**config.mk**
```make
export PLATFORM = sky130hd
export DESIGN_NAME = ppi_port_a_strobed
export DESIGN_NICKNAME = d
export VERILOG_FILES = /design/src/rtl/ppi_port_a_strobed.sv
export SDC_FILE = /design/constraint.sdc
export NUM_CORES = 1
export LEC_CHECK = 0
export CAP_MARGIN = 20
export CORE_ASPECT_RATIO = 2
export CORE_UTILIZATION = 42
export CTS_CLUSTER_SIZE = 28
export DETAILED_ROUTE_END_ITERATION = 10
export PLACE_DENSITY_LB_ADDON = 0.3
export SLEW_MARGIN = 40
export SYNTH_ARGS = -nofsm -noshare
export SYNTH_HDL_FRONTEND = slang
export SYNTH_SLANG_ARGS = --single-unit
```
**constraint.sdc**
```tcl
create_clock -name clk -period 1.25 [get_ports clk]
set_clock_uncertainty 0.05 [all_clocks]
set_input_delay 0.25 -clock clk [delete_from_list [all_inputs] [get_ports clk]]
set_output_delay 0.25 -clock clk [all_outputs]
set_load 0.02 [all_outputs]
```
**src/rtl/ppi_port_a_strobed.sv**
```systemverilog
`default_nettype none
// ============================================================================
// Module      : ppi_port_a_strobed
// Description : 8255A port A in strobed (mode 1) input or output operation,
//               with IBF / OBF_n / INTR handshake and synchronised strobes.
//               Optional macro PPI_PA_OVERRUN_EN: keep first data and flag
//               overrun on a strobe while the input buffer is still full.
// Revision    : 1.0 - initial release
// ============================================================================
module ppi_port_a_strobed #(
    parameter int WIDTH       = 8,
    parameter int SYNC_STAGES = 2
) (
    input  logic             clk,
    input  logic             rst_n,
    input  logic             dir_out,
    input  logic             cfg_wr,
    input  logic             wr_pulse,
    input  logic             rd_pulse,
    input  logic [WIDTH-1:0] bus_in,
    output logic [WIDTH-1:0] bus_out,
    input  logic             inte_wr,
    input  logic             inte_val,
    input  logic [WIDTH-1:0] pa_in,
    output logic [WIDTH-1:0] pa_out,
    output logic             pa_oe,
    input  logic             stb_n,
    input  logic             ack_n,
    output logic             ibf,
    output logic             obf_n,
    output logic             intr,
    output logic             ovr
);

    // IDLE doubles as EMPTY in output mode
    localparam logic [1:0] c_ST_IDLE   = 2'd0;
    localparam logic [1:0] c_ST_FULL   = 2'd1;
    localparam logic [1:0] c_ST_ACKING = 2'd2;

    logic [SYNC_STAGES-1:0] r_stb_sync;
    logic [SYNC_STAGES-1:0] r_ack_sync;
    logic [WIDTH-1:0]       r_pa_sync [SYNC_STAGES];
    logic                   r_stb_prev;
    logic                   r_ack_prev;

    logic [1:0]             r_state;
    logic [WIDTH-1:0]       r_in_latch;
    logic [WIDTH-1:0]       r_out_latch;
    logic                   r_ibf;
    logic                   r_obf_n;
    logic                   r_intr;
    logic                   r_inte;

    logic                   w_stb_s;
    logic                   w_ack_s;
    logic                   w_stb_fall;
    logic                   w_stb_rise;
    logic                   w_ack_fall;
    logic                   w_ack_rise;
    logic                   w_capture;
    logic [WIDTH-1:0]       w_pa_d;

    // pa_in rides through the same depth as stb_n so data lines up with the edge
    always_ff @(posedge clk or negedge rst_n) begin
        if (!rst_n) begin
            r_stb_sync <= '1;
            r_ack_sync <= '1;
            r_stb_prev <= 1'b1;
            r_ack_prev <= 1'b1;
            for (int i = 0; i < SYNC_STAGES; i++) begin
                r_pa_sync[i] <= '0;
            end
        end else begin
            r_stb_sync   <= {r_stb_sync[SYNC_STAGES-2:0], stb_n};
            r_ack_sync   <= {r_ack_sync[SYNC_STAGES-2:0], ack_n};
            r_stb_prev   <= w_stb_s;
            r_ack_prev   <= w_ack_s;
            r_pa_sync[0] <= pa_in;
            for (int i = 1; i < SYNC_STAGES; i++) begin
                r_pa_sync[i] <= r_pa_sync[i-1];
            end
        end
    end

    assign w_stb_s    = r_stb_sync[SYNC_STAGES-1];
    assign w_ack_s    = r_ack_sync[SYNC_STAGES-1];
    assign w_pa_d     = r_pa_sync[SYNC_STAGES-1];
    assign w_stb_fall = r_stb_prev & ~w_stb_s;
    assign w_stb_rise = ~r_stb_prev & w_stb_s;
    assign w_ack_fall = r_ack_prev & ~w_ack_s;
    assign w_ack_rise = ~r_ack_prev & w_ack_s;

`ifdef PPI_PA_OVERRUN_EN
    logic r_ovr;
    logic w_overrun;

    // a read in the same cycle frees the buffer, so that strobe is a capture
    assign w_capture = w_stb_fall & (~r_ibf | rd_pulse);
    assign w_overrun = w_stb_fall & r_ibf & ~rd_pulse;

    always_ff @(posedge clk or negedge rst_n) begin
        if (!rst_n) begin
            r_ovr <= 1'b0;
        end else if (cfg_wr) begin
            r_ovr <= 1'b0;
        end else if (!dir_out && w_overrun) begin
            r_ovr <= 1'b1;
        end
    end

    assign ovr = r_ovr;
`else
    assign w_capture = w_stb_fall;
    assign ovr       = 1'b0;
`endif

    always_ff @(posedge clk or negedge rst_n) begin
        if (!rst_n) begin
            r_state     <= c_ST_IDLE;
            r_in_latch  <= '0;
            r_out_latch <= '0;
            r_ibf       <= 1'b0;
            r_obf_n     <= 1'b1;
            r_intr      <= 1'b0;
            r_inte      <= 1'b0;
        end else if (cfg_wr) begin
            r_state     <= c_ST_IDLE;
            r_in_latch  <= '0;
            r_out_latch <= '0;
            r_ibf       <= 1'b0;
            r_obf_n     <= 1'b1;
            r_intr      <= 1'b0;
            r_inte      <= 1'b0;
        end else begin
            if (inte_wr) begin
                r_inte <= inte_val;
            end
            if (!dir_out) begin
                if (w_capture) begin
                    r_in_latch <= w_pa_d;
                    r_ibf      <= 1'b1;
                    r_state    <= c_ST_FULL;
                    if (rd_pulse) begin
                        r_intr <= 1'b0;
                    end
                end else if (rd_pulse) begin
                    r_ibf   <= 1'b0;
                    r_intr  <= 1'b0;
                    r_state <= c_ST_IDLE;
                end else if (w_stb_rise && r_ibf && r_inte) begin
                    r_intr <= 1'b1;
                end
            end else begin
                // a write always wins over a coincident acknowledge edge
                if (wr_pulse) begin
                    r_out_latch <= bus_in;
                    r_obf_n     <= 1'b0;
                    r_intr      <= 1'b0;
                    r_state     <= c_ST_FULL;
                end else begin
                    case (r_state)
                        c_ST_FULL: begin
                            if (w_ack_fall) begin
                                r_obf_n <= 1'b1;
                                r_state <= c_ST_ACKING;
                            end
                        end
                        c_ST_ACKING: begin
                            if (w_ack_rise) begin
                                r_intr  <= r_inte;
                                r_state <= c_ST_IDLE;
                            end
                        end
                        default: begin
                            r_state <= c_ST_IDLE;
                        end
                    endcase
                end
            end
            // dropping INTE withdraws any pending request
            if (inte_wr && !inte_val) begin
                r_intr <= 1'b0;
            end
        end
    end

    assign pa_oe   = dir_out;
    assign pa_out  = r_out_latch;
    assign bus_out = dir_out ? r_out_latch : r_in_latch;
    assign ibf     = r_ibf;
    assign obf_n   = r_obf_n;
    assign intr    = r_intr;

endmodule
`default_nettype wire

```
---- Word-level counts from Yosys, hierarchy flattened ----
Cells that the tools add are included.
word-level totals
  input bits .............................. 26
  word-level logic and storage cells ...... 83
  bits in registers ....................... 44
  output and inout bits ................... 21
cells by class
  reduce and logical (&&, ||, !) cells .... 19
  equal/unequal tests ..................... 8
  bitwise gates (word level) .............. 8
  muxes and demuxes ....................... 35
operators by type and width
  kind                  count
  $mux W8               7
  $mux W1               20
  $mux W2               7
  $ne A5 B1 Y1 const B  2
  $ne A5 B5 Y1 const B  2
  $reduce_bool A3 Y1    3
  $reduce_bool A2 Y1    4
  $reduce_and A2 Y1     3
  $reduce_and A3 Y1     2
  $ne A5 B4 Y1 const B  1
  $reduce_bool A5 Y1    1
  $and A1 B1 Y1         4
  $not A1 Y1            4
  $pmux W2 S2           1
  $reduce_and A4 Y1     1
  $reduce_bool A4 Y1    1
  $logic_and A1 B1 Y1   3
  $eq A2 B1 Y1 const B  1
  $eq A2 B2 Y1 const B  1
  $ne A2 B1 Y1 const B  1
  $logic_not A1 Y1      1

---- Logic depth before layout (Yosys ltp) ----
  word-level depth ........................ 10
  gate-level depth with buffers ........... 5
  depth with buffers taken out ............ 4

---- Worst setup path after synthesis ----
No wires, ideal clock.
  kind .................................... register -> register
  start point ............................. register r_stb_prev
  end point ............................... register r_in_latch[0]
  data required time ...................... 1068 ps
  period minus slack after synthesis ...... 1307 ps
  stages on the path, launching flop included .. 6
  path slack .............................. -57 ps
  library setup time ...................... 132 ps
  path buffers ............................ 1
  arrival ................................. 1125 ps
  cell sequence ........................... dfstp_2 inv_1 nor3_1 buf_4 mux2i_1 nor2_1
on the way
  word-level cells in the longest chain between the ends .. 3
ends and longest elaborated chain
  what                                 RTL line  source
  start, declared                      43        logic r_stb_prev;
  start signal, assigned               76        r_stb_prev <= w_stb_s;
  $and A1 B1 Y1                        88        assign w_stb_fall = r_stb_prev & ~w_stb_s;
  $reduce_bool A2 Y1 (no source line)  -
  $reduce_and A2 Y1 (no source line)   -
  end signal, assigned                 140       r_in_latch <= w_pa_d;
  end, declared                        47        logic [WIDTH-1:0] r_in_latch;
No other way between the ends.
A chain may end at the register's enable or synchronous reset.

---- Worst setup path after layout ----
  start point ............................. register r_out_latch[6] (netlist: pa_out[6])
  end point ............................... output bus_out[6]
on the way
  word-level cells in the longest chain between the ends .. 1
ends and longest elaborated chain
  what                    RTL line  source
  start, declared         48        logic [WIDTH-1:0] r_out_latch;
  start signal, assigned  156       r_out_latch <= bus_in;
  $mux W8                 189       assign bus_out = dir_out ? r_out_latch : r_in_latch;
  end, declared           21        output logic [WIDTH-1:0] bus_out,
No other way between the ends.

==> run summary <==
The flow ran to the end, but the final reports show violations. The final reports fail on negative setup slack. The tools report the via count of the first global-routing pass as 1,453. Fill cells in the final layout number 297. The fraction of the mapped netlist area in compound gates was 0.0778; the relative area change from synthesis to final layout was 61.0%. In the layout the commonest cells are sky130_fd_sc_hd__dfrtp_1 (37), sky130_fd_sc_hd__buf_6 (27), sky130_fd_sc_hd__buf_4 (22). For the minimum setup slack in the final design, the log shows -0.158 ns.

The global-route wire length before repair is 6630 um, and the remaining global-route overflow is 0. The later pin in the worst-skew pair is clocked with a latency of 0.29 ns. The share of power burned in registers is 0.522, and the die width is 46.6 um. The signal on the critical path passes through mux2_4, buf_6. The count of yosys warnings during synthesis was 0. The sequential-to-total area share from yosys stat came out at 0.663.

For the starting DRC count in detailed routing, the log shows 15. Buffers placed on the I/O ports in this run total 45. The cell family contributing the most delay on the critical path is flip-flops.

Weighted congestion reported at the end of routability-driven placement: 0.733. The tools report the number of hold violations in the final report as 0. The static power due to leakage was 0.00125 uW; the critical path data required time was 0.95 ns. Summed over all nets, the switching power comes to 673 uW. Leaving out fill and tap cells, the most frequent cell in the layout is sky130_fd_sc_hd__dfrtp_1.

The worst-path maximum fanout works out to 2. In the post-synthesis netlist, the biggest area contributors are sky130_fd_sc_hd__dfrtp_1 (55%), sky130_fd_sc_hd__dfstp_2 (11%), sky130_fd_sc_hd__mux2i_1 (5.4%), sky130_fd_sc_hd__mux2_1 (5.4%), sky130_fd_sc_hd__nand2_1 (3.8%). TritonCTS built the clock tree.

The share of cells above drive strength 1 works out to 0.423. After detailed routing, the average wire length per cell comes to 15.7 um. The portion of synthesized cell area occupied by the leading cell type is 0.553. Worst ir drop on vdd: 1080 uV. The fraction of the mapped netlist area in adder cells came out at 0.

Internal power comes to 2260 uW. Before antenna repair, the detailed router went through 4 iterations. For the worst hold slack, the log shows 0.302 ns. The tools report the initial core utilization as 0.435.

Static timing analysis puts the maximum clock frequency at 0.710 GHz. The logs give 44 for the number of sinks on the clock net and 47 for the count of pins on the block boundary. The final routed wirelength across all metal layers was 4170 um. The number of vias per cell after detailed routing was 4.91. The main combinational cell family by area after synthesis was simple AND/OR/NAND/NOR gates. Adding up every negative setup slack in the final design gives -1.92 ns. Summed over all instances, the cell type with the most area after synthesis is sky130_fd_sc_hd__dfrtp_1. The non-filler instance count after layout was 266; the combined area of all synthesized cells was 1670 um^2.

After clock tree synthesis, the clock-pin slew on the worst setup and hold paths is 0.08 ns. The xor-xnor portion of the synthesized cell area is 0, and the number of remaining DRC errors is 0. CTS placed an instance of sky130_fd_sc_hd__clkbuf_8 at the clock tree root. The total power divided by cell area works out to 1090 nW/um^2.

The class of the worst hold path was flop to flop. Counting along the longest clock path gives a buffer depth of 2. The switching portion of total power is 0.229.

The critical path arrival is 1.11 ns. The die covers 4250 um^2. Entering global routing, the biggest net connects 45 pins.

The half-perimeter wire length after detailed placement is 2660 um. Clock tree synthesis inserted a total of 5 buffers. The global-route usage over all layers was 0.225; the net count after synthesis was 160. Setup repair after global routing could not meet its margin everywhere. Each instance of the synthesized netlist takes up on average 12.5 um^2. Prior to clock tree synthesis, the placed netlist has a worst setup slack of -0.879 ns.

The simple-gate portion of the synthesized area works out to 0.114. In this run the remaining antenna-violating nets after routing total 0. The number of buffer and inverter stages on the critical path works out to 1. The final max-slew violation count is 0. The die is 91.3 um tall. The initial antenna violation count is 0. The design draws 2940 uW. The H-tree was split into 2 levels.

The worst setup path is of the flop to output pin kind. The final period utilization came out at 1.13. The run gives 0.158 as the combinational fraction of design power. In this design, the stage delay of the slowest critical-path cell is 0.41 ns. For the finished layout, the period the worst path requires is 1.41 ns. Synthesis produced 134 cells. Critical path endpoint category: an output pin.

After floorplanning, the core was divided into 32 placement rows. Synthesis instantiated 29 different standard cells from the library. Across the run, the number of max-cap violations was 0. The proportion of power drawn by the clock network is 0.320, and the area of the placeable core is 3840 um^2.

The logs give 1,306 for the via count of the routed design and 0 for the total inserted antenna cells. At the end of the flow, the number of nets in the layout was 240. Counting tap cells, the placed design contains a total of 247 instances.

The number of synthesized register bits is 44. The portion of netlist area occupied by mux cells works out to 0.108. Startpoint kind of the worst setup timing path: a flop. Cell type of the slowest stage on the worst timing path: sky130_fd_sc_hd__dfrtp_1. Setup violations remaining at the end of the flow were counted as 23.
==> synth_stat cells, drive strengths merged <==
library cell / count
mux2: 8
mux2i: 9
o21ai: 3
a22o: 1
nor3: 3
nor3b: 2
inv: 3
clkbuf: 2
nor4bb: 1
a21oi: 12
nor2b: 1
nand2: 17
buf: 6
dfstp: 7
conb: 1
and2: 1
nor2: 10
o31ai: 1
dfrtp: 37
o21bai: 1
nand3b: 1
or4b: 1
o21a: 3
nand2b: 1
a41oi: 1
and4bb: 1
==> timing repair <==
| item | 4_1_cts | 5_1_grt |
|---|---|---|
| pin swaps | 8 | 2 |
| hold buffers | 1 | 0 |
| hold endpoints to repair | 37 | 0 |
| gates resized for setup | 144 | 9 |
| gates cloned | 2 | 0 |
| endpoints found under the setup margin | 38 | 31 |
| buffers inserted | 7 | 1 |
==> state kept, by name, indices dropped and copies added (netlist names), 2 cells and up <==
signal,cells
w_pa_d,8
r_pa_sync,8
r_in_latch,8
r_state,2
r_ack_sync,2
r_stb_sync,2
pa_out,8
==> cell families after synthesis <==
family	count (synthesis)
flip-flops	44
AND/OR/NAND/NOR	39
AO/OA/AOI/OAI	22
multiplexers	17
buffers and inverters	11
other	1
==> path summary, 6_finish.rpt <==
check	slack, ns	from	to	cells past startpoint
min reg2reg	0.30	r_pa_sync[12]	w_pa_d[4]	0
max reg2reg	-0.11	r_ack_sync[1]	intr	4
max	-0.16	pa_out[6]	bus_out[6]	2
min in group asynchronous	0.41	rst_n	ibf	3
max in group asynchronous	0.48	rst_n	r_ack_prev	3
min	0.30	r_pa_sync[12]	w_pa_d[4]	0
==> per-layer routing <==
layer,vias to the layer above,share of wire,global-route usage
met3,12,0.037,0.0537
met1,645,0.33,0.231
met2,43,0.59,0.387
met5,-,0,0
met4,0,0.038,0.124
li1,606,-,-
==> power by group through the flow <==
stage / clock, uW / combinational (uW) / sequential (uW)
global placement: 0 / 378 / 1550
floorplan: 0 / 122 / 1570
CTS: 971 / 456 / 1530
detailed placement: 0 / 386 / 1550
finish: 939 / 465 / 1530
global route: 1030 / 497 / 1540
==> per-stage QoR <==
| step | util | instance area, um^2 |
|---|---|---|
| floorplan | - | 1680 |
| global placement | 0.612 | 2350 |
| detailed placement | 0.612 | 2350 |
| CTS | 0.694 | 2670 |
| global route | 0.701 | 2690 |
| finish | 0.701 | 2690 |
==> layout make-up <==
cell class / instances / area [um^2] / area share
sequential: 44 / 1110 / 0.412
tap: 51 / 63.8 / 0.0237
multi-input combinational: 79 / 604 / 0.224
inverter: 3 / 11.3 / 0.00418
clock buffer: 8 / 100 / 0.0372
timing repair buffer: 81 / 805 / 0.299
Note: power is estimated with default switching activity, not from simulation.
